`src/rtl/gate_bist_pkg.sv`:
```
// Shared types and constants for the gate-library BIST controller and its MISR.
package gate_bist_pkg;

    typedef enum logic [1:0] {
        IDLE = 2'd0,
        RUN  = 2'd1,
        DONE = 2'd2
    } bist_state_t;

    localparam int          IN_W_DEF   = 16;
    localparam int          OUT_W_DEF  = 10;
    localparam logic [15:0] LFSR_TAPS  = 16'hB400;
    localparam logic [9:0]  MISR_POLY  = 10'h009;

endpackage

```
`src/rtl/gate_bist_ctrl_if.sv`:
```
// Pattern/response and status bundle between the BIST controller (master) and its user (slave).
interface gate_bist_ctrl_if
    import gate_bist_pkg::*;
#(
    parameter int IN_W  = IN_W_DEF,
    parameter int OUT_W = OUT_W_DEF
) ();

    logic             start;
    logic [IN_W-1:0]  pattern;
    logic [OUT_W-1:0] response;
    logic             busy;
    logic             done;
    logic [OUT_W-1:0] signature;
    logic             pass;

    modport master (
        input  start, response,
        output pattern, busy, done, signature, pass
    );

    modport slave (
        output start, response,
        input  pattern, busy, done, signature, pass
    );

endinterface

```
`src/rtl/gate_bist_misr.sv`:
```
// Multiple-input signature register with synchronous clear and absorb enable.
module gate_bist_misr
    import gate_bist_pkg::*;
#(
    parameter int           W    = OUT_W_DEF,
    parameter logic [W-1:0] POLY = W'(MISR_POLY)
) (
    input  logic         clk,
    input  logic         rst,
    input  logic         i_clr,
    input  logic         i_en,
    input  logic [W-1:0] i_din,
    output logic [W-1:0] o_sig,
    output logic [W-1:0] o_sig_next
);

    logic [W-1:0] r_sig;

    assign o_sig_next = {r_sig[W-2:0], 1'b0} ^ (r_sig[W-1] ? POLY : '0) ^ i_din;
    assign o_sig      = r_sig;

    always_ff @(posedge clk) begin
        if (rst || i_clr) begin
            r_sig <= '0;
        end else if (i_en) begin
            r_sig <= o_sig_next;
        end
    end

endmodule

```
`src/rtl/gate_bist_ctrl.sv`:
```
// BIST driver for 16-in/10-out gate models: pattern generator, MISR compaction, golden compare.
// Define GATE_BIST_COUNTER_MODE_EN to replace the LFSR with an exhaustive binary up-counter.
module gate_bist_ctrl
    import gate_bist_pkg::*;
#(
    parameter int               IN_W         = IN_W_DEF,
    parameter int               OUT_W        = OUT_W_DEF,
    parameter int               NUM_PATTERNS = 256,
    parameter int               SETTLE       = 2,
    parameter logic [15:0]      LFSR_SEED    = 16'hACE1,
    parameter logic [OUT_W-1:0] EXP_SIG      = '0
) (
    input  logic              clk,
    input  logic              rst,
    gate_bist_ctrl_if.master  bif
);

    localparam logic [15:0] HOLD_LAST = 16'(SETTLE - 1);
    localparam logic [15:0] LAST_CNT  = 16'(NUM_PATTERNS - 1);

    bist_state_t      r_state;
    logic [IN_W-1:0]  r_pattern;
    logic [15:0]      r_pat_cnt;
    logic [15:0]      r_hold;
    logic             r_busy;
    logic             r_done;
    logic             r_pass;

    logic [IN_W-1:0]  w_pat_next;
    logic [OUT_W-1:0] w_sig;
    logic [OUT_W-1:0] w_sig_next;
    logic             w_launch;
    logic             w_absorb;

`ifdef GATE_BIST_COUNTER_MODE_EN
    localparam logic [IN_W-1:0] SEED_EFF = '0;
    assign w_pat_next = r_pattern + IN_W'(1);
`else
    // A zero seed would lock the LFSR, so it is promoted to 1.
    localparam logic [IN_W-1:0] SEED_EFF = (LFSR_SEED == 16'h0000) ? IN_W'(1) : IN_W'(LFSR_SEED);
    localparam logic [IN_W-1:0] TAPS     = IN_W'(LFSR_TAPS);
    assign w_pat_next = {r_pattern[IN_W-2:0], ^(r_pattern & TAPS)};
`endif

    assign w_launch = (r_state != RUN) && bif.start;
    assign w_absorb = (r_state == RUN) && (r_hold == HOLD_LAST);

    gate_bist_misr #(
        .W    (OUT_W),
        .POLY (OUT_W'(MISR_POLY))
    ) u_misr (
        .clk        (clk),
        .rst        (rst),
        .i_clr      (w_launch),
        .i_en       (w_absorb),
        .i_din      (bif.response),
        .o_sig      (w_sig),
        .o_sig_next (w_sig_next)
    );

    always_ff @(posedge clk) begin
        if (rst) begin
            r_state   <= IDLE;
            r_pattern <= '0;
            r_pat_cnt <= '0;
            r_hold    <= '0;
            r_busy    <= 1'b0;
            r_done    <= 1'b0;
            r_pass    <= 1'b0;
        end else begin
            case (r_state)
                IDLE, DONE: begin
                    if (bif.start) begin
                        r_state   <= RUN;
                        r_pattern <= SEED_EFF;
                        r_pat_cnt <= '0;
                        r_hold    <= '0;
                        r_busy    <= 1'b1;
                        r_done    <= 1'b0;
                        r_pass    <= 1'b0;
                    end
                end
                RUN: begin
                    if (r_hold == HOLD_LAST) begin
                        r_hold    <= '0;
                        r_pattern <= w_pat_next;
                        r_pat_cnt <= r_pat_cnt + 16'd1;
                        // Compare against the value being absorbed now so pass lines up with done.
                        if (r_pat_cnt == LAST_CNT) begin
                            r_state <= DONE;
                            r_busy  <= 1'b0;
                            r_done  <= 1'b1;
                            r_pass  <= (w_sig_next == EXP_SIG);
                        end
                    end else begin
                        r_hold <= r_hold + 16'd1;
                    end
                end
                default: begin
                    r_state <= IDLE;
                    r_busy  <= 1'b0;
                    r_done  <= 1'b0;
                end
            endcase
        end
    end

    assign bif.pattern   = r_pattern;
    assign bif.busy      = r_busy;
    assign bif.done      = r_done;
    assign bif.signature = w_sig;
    assign bif.pass      = r_pass;

endmodule

```
`src/flat_wrapper.sv`:
```
// flat-port wrapper written by rule: the top's interface ports become plain ports
module gate_bist_ctrl_flat import gate_bist_pkg::*;
#(
    parameter int               IN_W         = IN_W_DEF,
    parameter int               OUT_W        = OUT_W_DEF,
    parameter int               NUM_PATTERNS = 256,
    parameter int               SETTLE       = 2,
    parameter logic [15:0]      LFSR_SEED    = 16'hACE1,
    parameter logic [OUT_W-1:0] EXP_SIG      = '0
)
  (clk, rst, bif_start, bif_response, bif_pattern, bif_busy, bif_done, bif_signature, bif_pass);
  gate_bist_ctrl_if #(.IN_W(IN_W), .OUT_W(OUT_W)) bif_i ();
  input  logic clk;
  input  logic rst;
  input wire logic [$bits(bif_i.start)-1:0] bif_start;
  input wire logic [$bits(bif_i.response)-1:0] bif_response;
  output wire logic [$bits(bif_i.pattern)-1:0] bif_pattern;
  output wire logic [$bits(bif_i.busy)-1:0] bif_busy;
  output wire logic [$bits(bif_i.done)-1:0] bif_done;
  output wire logic [$bits(bif_i.signature)-1:0] bif_signature;
  output wire logic [$bits(bif_i.pass)-1:0] bif_pass;
  assign bif_i.start = bif_start;
  assign bif_i.response = bif_response;
  assign bif_pattern = bif_i.pattern;
  assign bif_busy = bif_i.busy;
  assign bif_done = bif_i.done;
  assign bif_signature = bif_i.signature;
  assign bif_pass = bif_i.pass;
  gate_bist_ctrl #(.IN_W(IN_W), .OUT_W(OUT_W), .NUM_PATTERNS(NUM_PATTERNS), .SETTLE(SETTLE), .LFSR_SEED(LFSR_SEED), .EXP_SIG(EXP_SIG)) u_core (.clk(clk), .rst(rst), .bif(bif_i));
endmodule
```
`config.mk`:
```
export PLATFORM = sky130hd
export DESIGN_NAME = gate_bist_ctrl_flat
export DESIGN_NICKNAME = d
export VERILOG_FILES = /design/src/rtl/gate_bist_pkg.sv /design/src/rtl/gate_bist_ctrl_if.sv /design/src/rtl/gate_bist_misr.sv /design/src/rtl/gate_bist_ctrl.sv /design/src/flat_wrapper.sv
export SDC_FILE = /design/constraint.sdc
export NUM_CORES = 1
export LEC_CHECK = 0
export CAP_MARGIN = 20
export CORE_MARGIN = 2
export CORE_UTILIZATION = 35
export CTS_CLUSTER_DIAMETER = 120
export DETAILED_ROUTE_END_ITERATION = 8
export DONT_BUFFER_PORTS = 1
export PLACE_DENSITY = 0.58
export SETUP_SLACK_MARGIN = 0.5
export SLEW_MARGIN = 20
export SYNTH_ARGS = -nofsm -noshare
export SYNTH_HDL_FRONTEND = slang
export SYNTH_SLANG_ARGS = --single-unit
```
`constraint.sdc`:
```
create_clock -name clk -period 2.7 [get_ports clk]
set_clock_uncertainty 0.1 [all_clocks]
set_input_delay 0.54 -clock clk [delete_from_list [all_inputs] [get_ports clk]]
set_output_delay 0.54 -clock clk [all_outputs]
set_load 0.05 [all_outputs]
```
==> flow_summary.ini <==
[status]
outcome = finished clean

[clocking]
path_clk_slew_ps = 70
cts-htree-levels = 3
numClockSinks = 62
clock_path_buffers = 2
postCtsHoldBufs = 0
insertion_delay_ps = 350
cts-root-buf = clkbuf_8
cts_buffers = 9
cts_tree = yes

[timing]
tightest_slew_ps = 667
drv_slew = 0
fin_crit_ps = 2070
rsz0062_at_grt = false
final.setup.tns_ps = 0
setup_viol_count_final = 0
max_freq_mhz = 483
slew_headroom = 0.555
finalHoldViolCount = 0
period_share = 0.767

[setup_path]
r2r.worst_path.cells = 6
critical-path-top-delay-family = simple AND/OR/NAND/NOR gates
worst_ep_required_time_ps = 2860
slowest_stage = or4_1
critPathMaxStageDelay_ps = 500
cp.depth = 6
critPathArrivalTime_ps = 2240
crit_buf_inv = 0
crit_path_end_kind = flip-flop
path_class = reg2reg
cp-start-kind = flip-flop
cp_max_fo = 6
crit_path_cell_trace = ha_2 > nand3_4 > nor3_4 > nand4_1 > or4_1 > a22oi_1

[yosys]
synthMuxAreaShare = 0.00329
synth_edf_count = 0
netlist_instances = 357
synth.net_count = 373
synth_top_family_by_area = simple AND/OR/NAND/NOR gates
ys_types = 51
syn_area_um2 = 3040
synth_xor_area_frac = 0.0777
ys_warn_count = 0
synth-compound-area-share = 0.130
synth_ff_type = dfxtp_1
avgSynthCellArea_um2 = 8.53
ys_ff_latch = 62
synthAdderAreaFrac = 0.0123
ys_seq_area_frac = 0.408
synthArstFlopShare = 0
synthSimpleGateAreaFrac = 0.333

[routing]
via_per_inst = 5.53
drc_errors = 0
first_pass_iters = 4
ant_nets = 0
post_drt_wl_per_cell_um = 15.4
vias = 2615
drt_iter0_markers = 165
drt_wl_total_mm = 7.29

[floorplan]
coreArea_um2 = 8590
ios = 42
die_h_um = 97.3
die-area_um2 = 9460
die_width_um = 97.3
rows = 34
start_util = 0.354

[global_route]
grt_max_degree = 44
grt_pass1_wl_mm = 12.4
antenna_found_initial = 0
first_global_vias = 2494
grt_util_all_layers = 0.160
overflow = 0

[min_path]
hold_class = in2reg
hold_depth = 1

[cells_and_area]
utilization = 0.400
n_antenna_cell = 0
fillCellCount = 908
drive_above_1_share = 0.137
syn_to_final_growth_pct = 13.0
fin_nets = 376

[run]
cap_violations = 0

[power_and_ir_drop]
p_leak_uw = 0.00110
ir_drop_v = 0.000409
p_per_area_nw_per_um2 = 647
power.total_uw = 2230

[place]
io_buffers = 0
place_hpwl_mm = 4.71
place_congestion = 0.786
-- through the flow --
stage | std cells | hold WS (ps) | worst slack, ps | instance area [um^2]
finish | 473 | 171 | 628 | 3440
CTS | 466 | 154 | 520 | 3370
floorplan | 357 | 365 | 798 | 3040
detailed placement | 450 | 401 | 279 | 3130
global route | 473 | 154 | 508 | 3440
global placement | 450 | 383 | 350 | 3130
-- routing by layer --
metal,track usage,vias to the layer above,share of wire
li1,-,1315,-
met1,0.212,1231,0.48
met2,0.238,58,0.45
met3,0.0403,11,0.052
met4,0.0876,0,0.017
met5,0,-,0
-- cells by family after synthesis --
group | count (synthesis)
and+or+nand+nor | 180
DFF | 62
AOI/OAI and AO/OA | 60
xor gates and xnor gates | 27
buffers and inverters | 24
adders and majority gates | 3
muxes | 1
-- synthesized netlist by cell type (all sizes together), types with 5 or more instances --
cell type	count	area share
dfxtp	62	0.41
nor2	46	0.060
nor3	33	0.058
nand2	28	0.035
a21oi	24	0.039
nand3	22	0.040
xnor2	22	0.063
nand4	15	0.036
nor4	15	0.050
buf	12	0.021
a211oi	9	0.022
clkbuf	9	0.012
o21ai	8	0.013
a311oi	6	0.017
nand2b	5	0.010
xor2	5	0.014
-- worst paths after layout --
kind	slack, ps	startpoint	to
max	630	u_core.r_hold[1]	u_core.r_hold[14]
min	170	rst	u_core.r_hold[13]
max reg2reg	630	u_core.r_hold[1]	u_core.r_hold[14]
min reg2reg	410	u_core.r_hold[12]	u_core.r_hold[12]
-- cell usage in the layout, fill, tap and decap left out, types with 5 or more instances in the layout --
master    count
dfxtp_1      61
nor2_1       44
nor3_1       32
nand2_1      28
a21oi_1      24
xnor2_1      22
nand3_1      21
nand4_1      14
buf_4        12
clkbuf_8     10
a211oi_1      9
o21ai_0       8
nor4_2        7
nor4_1        6
a311oi_1      6
nand2b_1      5
xor2_1        5
-- layout make-up --
class | count | area (um^2) | share of cell area
Clock buffer | 10 | 138 | 0.0400
Sequential cell | 62 | 1240 | 0.361
Timing Repair Buffer | 13 | 101 | 0.0295
Inverter | 3 | 11.3 | 0.00327
Tap cell | 108 | 135 | 0.0393
Clock inverter | 6 | 93.8 | 0.0273
Multi-Input combinational cell | 271 | 1720 | 0.500
-- state kept, by name, summed over array words and instances, names as in the netlist --
register,cells
u_core.bif.busy,1
u_core.bif.pass,1
u_core.bif.pattern,16
u_core.r_hold,16
u_core.r_pat_cnt,16
u_core.r_state,2
u_core.u_misr.o_sig,10
-- power breakdown --
group	total, uW	leakage [uW]	internal, uW	switching [uW]
clock network	952	0.000113	551	401
registers	1050	0.000503	941	108
logic	225	0.000480	86.9	139
-- what timing repair did --
| item | in CTS | in global routing |
|---|---|---|
| resized for setup | 4 | 4 |
| gates cloned | 0 | 0 |
| pin swaps | 0 | 2 |
| setup buffers | 0 | 7 |
| setup endpoints to repair | 30 | 32 |
Power figures use the tool's default switching activity.
